## src/rtl/flush_ctrl_pkg.sv

```systemverilog
// Shared constants for the WB flush/redirect controller: ecodes and FSM states.
package flush_ctrl_pkg;

    localparam logic [5:0] ECODE_INT          = 6'h00;
    localparam logic [5:0] ECODE_SYS          = 6'h0B;
    localparam logic [5:0] ECODE_ERTN_DEFAULT = 6'h00;
    localparam logic [5:0] ECODE_TLBR_DEFAULT = 6'h3F;

    typedef enum logic {
        ST_IDLE  = 1'b0,
        ST_REDIR = 1'b1
    } fc_state_t;

endpackage

```

## src/rtl/flush_ctrl_sat_cnt.sv

```systemverilog
// Saturating up-counter: adds one per inc pulse and sticks at all-ones.
module sat_cnt #(
    parameter int unsigned WIDTH = 16
) (
    input  logic             clk,
    input  logic             resetn,
    input  logic             inc,
    output logic [WIDTH-1:0] cnt
);

    // Count accepted events, holding at the maximum value
    always_ff @(posedge clk or negedge resetn) begin
        if (!resetn) begin
            cnt <= '0;
        end else if (inc && (cnt != '1)) begin
            cnt <= cnt + 1'b1;
        end
    end

endmodule

```

## src/rtl/flush_ctrl.sv

```systemverilog
// WB flush controller: kills pre-WB stages on exception/ertn/refetch and
// holds a registered redirect toward fetch until fetch accepts it.
module flush_ctrl
    import flush_ctrl_pkg::*;
#(
    parameter logic [5:0]  ECODE_TLBR = ECODE_TLBR_DEFAULT,
    parameter int unsigned CNT_W      = 16
) (
    input  logic             clk,
    input  logic             resetn,
    input  logic             wb_ex,
    input  logic             ertn_flush,
    input  logic             wb_refetch_flush,
    input  logic [5:0]       wb_ecode,
    input  logic [31:0]      wb_pc,
    input  logic [31:0]      csr_eentry,
    input  logic [31:0]      csr_tlbrentry,
    input  logic [31:0]      csr_era,
    input  logic             fs_redirect_ready,
    output logic             flush_all,
    output logic             redirect_valid,
    output logic [31:0]      redirect_pc,
    output logic             busy,
    output logic [CNT_W-1:0] ex_cnt,
    output logic [CNT_W-1:0] ertn_cnt,
    output logic [CNT_W-1:0] refetch_cnt
);

    fc_state_t   state;
    logic        event_any;
    logic        ex_win;
    logic        ertn_win;
    logic        refetch_win;
    logic [31:0] target;

    assign event_any   = wb_ex | ertn_flush | wb_refetch_flush;
    assign flush_all   = event_any;
    assign ex_win      = wb_ex;
    assign ertn_win    = ertn_flush & ~wb_ex;
    assign refetch_win = wb_refetch_flush & ~wb_ex & ~ertn_flush;
    assign busy        = (state == ST_REDIR);

    // Priority target mux: exception, then ertn, then refetch
    always_comb begin
        target = wb_pc + 32'd4;
        if (wb_ex) begin
            target = (wb_ecode == ECODE_TLBR) ? csr_tlbrentry : csr_eentry;
        end else if (ertn_flush) begin
            target = csr_era;
        end
    end

    // Redirect FSM: latest event wins, hold until fetch accepts
    always_ff @(posedge clk or negedge resetn) begin
        if (!resetn) begin
            state          <= ST_IDLE;
            redirect_valid <= 1'b0;
            redirect_pc    <= '0;
        end else begin
            case (state)
                ST_IDLE: begin
                    if (event_any) begin
                        state          <= ST_REDIR;
                        redirect_valid <= 1'b1;
                        redirect_pc    <= target;
                    end
                end
                ST_REDIR: begin
                    if (event_any) begin
                        redirect_pc <= target;
                    end else if (fs_redirect_ready) begin
                        state          <= ST_IDLE;
                        redirect_valid <= 1'b0;
                    end
                end
                default: begin
                    state          <= ST_IDLE;
                    redirect_valid <= 1'b0;
                end
            endcase
        end
    end

    sat_cnt #(.WIDTH(CNT_W)) u_ex_cnt (
        .clk    (clk),
        .resetn (resetn),
        .inc    (ex_win),
        .cnt    (ex_cnt)
    );

    sat_cnt #(.WIDTH(CNT_W)) u_ertn_cnt (
        .clk    (clk),
        .resetn (resetn),
        .inc    (ertn_win),
        .cnt    (ertn_cnt)
    );

    sat_cnt #(.WIDTH(CNT_W)) u_refetch_cnt (
        .clk    (clk),
        .resetn (resetn),
        .inc    (refetch_win),
        .cnt    (refetch_cnt)
    );

endmodule
```

## config.mk

```make
export PLATFORM = sky130hd
export DESIGN_NAME = flush_ctrl
export DESIGN_NICKNAME = d
export VERILOG_FILES = /design/src/rtl/flush_ctrl_pkg.sv /design/src/rtl/flush_ctrl_sat_cnt.sv /design/src/rtl/flush_ctrl.sv
export SDC_FILE = /design/constraint.sdc
export NUM_CORES = 1
export LEC_CHECK = 0
export ABC_AREA = 0
export BUFFER_PORTS_ARGS = -buffer_cell sky130_fd_sc_hd__buf_2
export CORE_MARGIN = 1.5
export CORE_UTILIZATION = 28
export CTS_CLUSTER_SIZE = 8
export DETAILED_ROUTE_END_ITERATION = 6
export GPL_ROUTABILITY_DRIVEN = 0
export GPL_TIMING_DRIVEN = 0
export HOLD_SLACK_MARGIN = 0.06
export PLACE_DENSITY = 0.64
export SYNTH_ARGS = -nofsm -noshare
export SYNTH_HDL_FRONTEND = slang
export SYNTH_SLANG_ARGS = --single-unit
```

## constraint.sdc

```tcl
create_clock -name clk -period 2.1 [get_ports clk]
set_input_delay 0.42 -clock clk [delete_from_list [all_inputs] [get_ports clk]]
set_output_delay 0.42 -clock clk [all_outputs]
set_load 0.03 [all_outputs]
```

==> reports/metrics.cfg, run 1 <==
[clock_network]
htreeDepth=3
cts_tree=built
numCtsBuffers=9
cts_max_path_buffers=2
root_buffer=clkbuf_16
clock_sinks=82
clkTransAtPathRegs_ns=0.06
clock_latency_ns=0.34

[timing]
final-max-slew-violation-count=0
finClkSkew_ns=0.00483
fin_crit_ns=1.99
final.setup.tns_ns=0
timing.final.ws_setup_ns=0.113
post-route-period-util=0.946
worst_hold_slack_ns=0.272
rsz0062_at_grt=false
max_freq_ghz=0.503
hold_viol=0
tightest_slew_ns=0.692
setup_viol=0
max_slew_margin=0.539

[detailed_routing]
wl_um=17200
vias=4996
first_pass_iters=6
routedWlPerCell_um=17.5
drt_iter0_markers=228
drcViolationCount=0
via_per_inst=5.08
drt.antenna.violating_nets=0

[placed_design]
port_buffers=221
pre_cts_ws_ns=-0.501
dp_cells=965
dp_hpwl_um=13400
place_area_mm2=0.00639

[yosys]
ys_ff_latch=82
synth_cell_types=45
synth_nets=662
yosysSeqAreaShare=0.413
syn_area_mm2=0.00497
synth_edf_count=0
async_flop_share=1.00
syn_inst=518
synthFlopType=dfrtp_1
synth.avg_cell_area_um2=9.59
synth.yosys.warnings=0

[global_route]
antenna_found_initial=1
grt_overflow_total=0
grt_start_max_net_pins=48
grt_pass1_vias=4752
gr-usage-all-layers=0.187
grt_pass1_wl_um=26200

[final_layout]
final_area_mm2=0.00671
layout_commonest_cell=buf_2
final_cells=983
drive_gt1_frac=0.361
layout.nets=896
final_cell_mix=buf_2 (224), dfrtp_1 (80), xnor2_1 (47)
utilization=0.388
area_delta_synth_final_pct=35.1

[setup_path]
r2r_cells=6
crit_type=primary input to output port
worst_setup_path_end_kind=output port
crit_fanout=10
arrival_ns=1.57
cp.required_ns=1.68
slowest_delay_ns=0.34
path_cells=buf_2 -> buf_2 -> or2_2 -> nor2_4 -> inv_1 -> buf_2
crit_path_frequent_cell=buf_2
crit_path_top_delay_cell=or2_2
r2r_slack_ns=0.12
crit_path_start_kind=primary input

[power_and_ir_drop]
power.leakage_nw=3.08
powerDensity_mw_per_mm2=765
finalPower_mw=5.13
vdd_drop_max_v=0.000670

[worst_hold_path]
hp-class=primary input to flop
hold_path_depth=2

[flow_run]
maxCapViolations=0

[floorplan]
top_level_ports=223
die_x_um=136
die_height_um=136
dieArea_mm2=0.0185
core_mm2=0.0173
initial_core_util=0.287
fp-row-count=48

[outcome]
status=finished, final reports clean

## metal layers
| metal | global-route usage | wire length (µm) |
|---|---|---|
| met2 | 0.307 | 8100 |
| met1 | 0.248 | 7740 |
| met5 | 0 | 0 |
| met4 | 0.0632 | 268 |
| met3 | 0.0339 | 1130 |
## state kept, by name, indices dropped and copies added, names as in the netlist
| signal | count |
|---|---|
| redirect_pc | 32 |
| u_ertn_cnt.cnt | 16 |
| u_ex_cnt.cnt | 16 |
| u_refetch_cnt.cnt | 16 |
| busy | 1 |
| redirect_valid | 1 |
## cell usage after synthesis, types with 3 or more instances
cell      count  share of area
a211oi_1     11          0.017
a21o_1       17          0.026
a21oi_1      17          0.017
a221o_1       5          0.010
a221oi_1     16          0.028
and3_1       14          0.018
and4_1        6          0.011
buf_2         3         0.0030
clkbuf_1     20          0.015
dfrtp_1      82           0.41
ha_1          4          0.010
inv_1         7         0.0053
mux2_2       11          0.025
mux2i_1      26          0.052
nand2_1      38          0.029
nand3_1      21          0.021
nand4_1      28          0.035
nor2_1       26          0.020
nor3_1       13          0.013
nor3b_1       3         0.0045
nor4_1        7         0.0088
o21ai_0      36          0.036
o21ai_1       7         0.0071
or2_2         3         0.0038
xnor2_1      47          0.083
xor2_1       23          0.041
## power by group
group | leakage, nW | switching [mW] | internal [mW]
Clock | 0.125 | 0.688 | 0.802
Sequential | 1.03 | 0.284 | 1.82
Combinational | 1.93 | 0.996 | 0.543
## logic make-up after synthesis
kind of cell,synth area share
fa+ha+maj,0.0101
buf+inv,0.0272
simple gates,0.192
compound gates,0.157
xor+xnor,0.123
mux,0.0773
flops,0.413
## final cells by class
type	instances	area (µm²)
Buffer	25	110
Inverter	7	26.3
Antenna cell	1	2.50
Clock inverter	6	41.3
Fill cell	1765	10600
Tap cell	225	282
Multi-Input combinational cell	403	2810
Timing Repair Buffer	224	1150
Sequential cell	82	2050
Clock buffer	10	229
## critical path: cells and delay by family
| kind | cells | cell delay, ns |
|---|---|---|
| and+or+nand+nor | 2 | 0.48 |
| buffers and inverters | 4 | 0.66 |
## final timing paths
| check | startpoint | end |
|---|---|---|
| max in group asynchronous | resetn | redirect_pc[31] |
| worst min-delay path | fs_redirect_ready | busy |
| worst max register to register | u_ex_cnt.cnt[0] | u_ex_cnt.cnt[12] |
| min in group asynchronous | resetn | u_ex_cnt.cnt[14] |
| worst min register to register | redirect_pc[6] | redirect_pc[6] |
| worst max-delay path | wb_ex | flush_all |
## repair_timing
item	4_1_cts	5_1_grt
resized for setup	5	9
endpoints found under the hold margin	21	0
endpoints found under the setup margin	9	20
pin swaps	1	0
hold buffers	1	0
setup buffers	1	0
No activity file was read; power rests on OpenSTA's default activity.
==> run 2: changes to the inputs <==
--- a/config.mk
+++ b/config.mk
@@ -14,7 +14,9 @@
 export GPL_ROUTABILITY_DRIVEN = 0
 export GPL_TIMING_DRIVEN = 0
 export HOLD_SLACK_MARGIN = 0.06
-export PLACE_DENSITY = 0.64
+export PLACE_DENSITY = 0.63
+export SETUP_SLACK_MARGIN = 0.3
 export SYNTH_ARGS = -nofsm -noshare
 export SYNTH_HDL_FRONTEND = slang
+export SYNTH_HIERARCHICAL = 1
 export SYNTH_SLANG_ARGS = --single-unit
==> run 2 against run 1 <==
  * Critical path type unchanged
  * Maximum frequency increased by 12%
  * Worst setup slack improved by 0.22 ns
  * Sequential share of layout area decreased by 2.6 points
  * Hold slack got worse by 0.21 ns
  * Die area increased by 7.5%
  * Utilization increased by 0.39 points
==> reports/metrics.cfg, run 2 <==
[final_layout]
largest_register_ffs=32  ; unchanged
utilization=0.392  ; was 0.388
layout.nets=924  ; was 896
final_area_mm2=0.00733  ; was 0.00671 mm²
area_delta_synth_final_pct=37.1  ; was 35.1%
drive_gt1_frac=0.403  ; was 0.361
final_cells=1021  ; was 983
layout_commonest_cell=buf_2  ; unchanged
top_register=redirect_pc  ; unchanged
final_cell_mix=buf_2 (221), dfrtp_1 (82), o21ai_0 (39)  ; was buf_2 (224), dfrtp_1 (80), xnor2_1 (47)

[setup_path]
crit_path_start_kind=primary input  ; unchanged
crit_type=primary input to output port  ; unchanged
cp.required_ns=1.68  ; about the same
r2r_start=u_refetch_cnt/cnt[0]  ; was u_ex_cnt.cnt[0]
crit_path_top_delay_cell=or3_4  ; was or2_2
worst_setup_path_end_kind=output port  ; unchanged
slowest_delay_ns=0.38  ; was 0.34 ns
worstReg2RegEnd=u_refetch_cnt/cnt[10]  ; was u_ex_cnt.cnt[12]
arrival_ns=1.35  ; was 1.57 ns
path_cells=buf_2 -> buf_8 -> or3_4 -> buf_6 -> buf_4  ; was buf_2 -> buf_2 -> or2_2 -> nor2_4 -> inv_1 -> buf_2
r2r_cells=5  ; was 6
crit_fanout=7  ; was 10
r2r_slack_ns=0.42  ; was 0.12 ns

[clock_network]
cts_tree=built  ; unchanged
clock_latency_ns=0.35  ; was 0.34 ns
htreeDepth=3  ; unchanged
root_buffer=clkbuf_16  ; unchanged
clock_sinks=82  ; unchanged
clkTransAtPathRegs_ns=0.07  ; was 0.06 ns
numCtsBuffers=9  ; unchanged
cts_max_path_buffers=2  ; unchanged

[yosys]
synth.avg_cell_area_um2=9.97  ; was 9.59 µm²
synth_top_cells_by_area=dfrtp_1 (38%), xnor2_1 (5.9%), mux2i_1 (5.6%)  ; was dfrtp_1 (41%), xnor2_1 (8.3%), mux2i_1 (5.2%)
synthFlopType=dfrtp_1  ; unchanged
yosysSeqAreaShare=0.384  ; was 0.413
async_flop_share=1.00  ; unchanged
synth_top_family_by_area=simple AND/OR/NAND/NOR gates  ; unchanged
synth_common_cells=dfrtp_1 (82), o21ai_0 (39), xnor2_1 (36)  ; was dfrtp_1 (82), xnor2_1 (47), nand2_1 (38)
syn_inst=536  ; was 518
synth_nets=680  ; was 662
ys_ff_latch=82  ; unchanged
syn_area_mm2=0.00535  ; was 0.00497 mm²
synth.yosys.warnings=6  ; was 0
yosysTopAreaCell=dfrtp_1  ; unchanged
yosys.area_share.simple=0.228  ; was 0.192
synth_adder_area_share=0.00936  ; was 0.0101
synth_cell_types=52  ; was 45
synth-compound-area-share=0.202  ; was 0.157
yosysTopAreaCellShare=0.384  ; was 0.413
synth_mux_area_frac=0.0709  ; was 0.0773
synth_edf_count=0  ; unchanged
yosysMostFrequentCell=dfrtp_1  ; unchanged
synth_xor_area_frac=0.0786  ; was 0.123

[floorplan]
die_height_um=141  ; was 136 µm
dieArea_mm2=0.0199  ; was 0.0185 mm²
top_level_ports=223  ; unchanged
fp-row-count=50  ; was 48
initial_core_util=0.286  ; was 0.287
die_x_um=141  ; was 136 µm
core_mm2=0.0187  ; was 0.0173 mm²

[worst_hold_path]
hp-class=primary input to async pin  ; was primary input to flop

[timing]
final-max-slew-violation-count=0  ; unchanged
hold_viol=0  ; unchanged
max_slew_margin=0.460  ; was 0.539
max_freq_ghz=0.564  ; was 0.503 GHz
post-route-period-util=0.844  ; was 0.946
tightest_slew_ns=0.810  ; was 0.692 ns
rsz0062_at_grt=false  ; unchanged
setup_viol=0  ; unchanged
timing.final.ws_setup_ns=0.328  ; was 0.113 ns
worst_hold_slack_ns=0.0593  ; was 0.272 ns
finClkSkew_ns=0.00933  ; was 0.00483 ns
fin_crit_ns=1.77  ; was 1.99 ns

[global_route]
grt_start_max_net_pins=44  ; was 48
grt_pass1_vias=5059  ; was 4,752
antenna_found_initial=3  ; was 1
grt_pass1_wl_um=27900  ; was 26,200 µm
gr-usage-all-layers=0.182  ; was 0.187
grt_overflow_total=0  ; unchanged

[detailed_routing]
vias=5311  ; was 4,996
drt.antenna.violating_nets=0  ; unchanged
via_per_inst=5.20  ; was 5.08
drcViolationCount=0  ; unchanged
routedWlPerCell_um=17.8  ; was 17.5 µm
first_pass_iters=6  ; unchanged
wl_um=18200  ; was 17,200 µm
drt_iter0_markers=243  ; was 228

[placed_design]
port_buffers=221  ; unchanged
pre_cts_ws_ns=-0.406  ; was -0.501 ns
place_area_mm2=0.00679  ; was 0.00639 mm²
dp_hpwl_um=14000  ; was 13,400 µm
dp_cells=992  ; was 965

[power_and_ir_drop]
p_clk_frac=0.333  ; was 0.290
vdd_drop_max_v=0.000399  ; was 0.000670 V
powerDensity_mw_per_mm2=756  ; was 765 mW/mm²
power.leakage_nw=3.31  ; was 3.08 nW
p_int_mw=3.53  ; was 3.16 mW
p_sw_frac=0.363  ; was 0.383
seq_power_share=0.381  ; was 0.410
p_comb_frac=0.285  ; was 0.300
p_switching_mw=2.01  ; was 1.97 mW

[flow_run]
maxCapViolations=0  ; unchanged

[outcome]
status=finished, final reports clean  ; unchanged

## run 2: cell types whose count changed after synthesis, sizes merged, moves of 5 or more
| cell | previous run | this run |
|---|---|---|
| nand2 | 38 | 22 |
| o21a | 1 | 15 |
| xnor2 | 47 | 36 |
| xor2 | 23 | 12 |
| nand4 | 28 | 38 |
| nor2 | 26 | 35 |
| a31oi | 2 | 9 |
| and3 | 14 | 8 |
| nand3 | 21 | 26 |
| nor3 | 14 | 9 |
## run 2: logic make-up after synthesis
| logic type | count (synthesis) |
|---|---|
| and+or+nand+nor | 172 |
| AOI/OAI and AO/OA | 157 |
| DFF | 82 |
| xor gates and xnor gates | 48 |
| muxes | 37 |
| buffers and inverters | 36 |
| adders and majority gates | 4 |
## run 2: worst max path at each step
stage	startpoint	endpoint	slack, ns	cells after the start
global route	wb_pc[10]	redirect_pc[27]	0.29	7
floorplan	ertn_flush	u_refetch_cnt/cnt[5]	0.29	7
global placement	wb_ex	u_refetch_cnt/cnt[5]	-0.36	8
CTS	ertn_flush	u_ertn_cnt/cnt[14]	0.09	8
detailed placement	wb_ex	u_refetch_cnt/cnt[5]	-0.41	8
finish	ertn_flush	flush_all	0.33	5
## run 2: timing repair
action                     4_1_cts  5_1_grt
gates cloned                     0        0
hold buffers                     0        0
hold endpoints to repair         0        0
setup endpoints to repair       54       48
pin swaps                        0        2
gates resized for setup          8       30
setup buffers                    0       11
## run 2: metrics by stage
stage,total power [mW],TNS [ns]
finish,5.54,0
detailed placement,3.70,-11.78
global placement,3.66,-29.53
CTS,5.58,0
global route,5.85,0
floorplan,3.05,0
## run 2: metal layers
metal,vias up,wire length (µm),GRT usage
met5,-,13,0
met4,2,191,0.0614
met3,15,1290,0.0435
met2,194,8740,0.300
met1,2534,7970,0.233
li1,2566,-,-
## run 2: power groups by stage
stage / logic [mW] / registers (mW) / clock network [mW]
floorplan: 0.513 / 2.53 / 0
global placement: 1.53 / 2.14 / 0
detailed placement: 1.56 / 2.14 / 0
CTS: 1.57 / 2.11 / 1.90
global route: 1.72 / 2.16 / 1.97
finish: 1.58 / 2.11 / 1.85
## run 2: area by class of cell
class | count | area, µm²
antenna | 2 | 5.00
buffer | 25 | 145
clock buffer | 10 | 229
clock inverter | 6 | 114
fill | 1924 | 11400
inverter | 11 | 41.3
multi-input combinational | 418 | 3230
sequential | 82 | 2050
tap | 234 | 293
timing repair buffer | 233 | 1220
## run 2: critical path: cells and delay by family
family | cells | cell delay (ns)
buffers and inverters | 4 | 0.55
and+or+nand+nor | 1 | 0.38
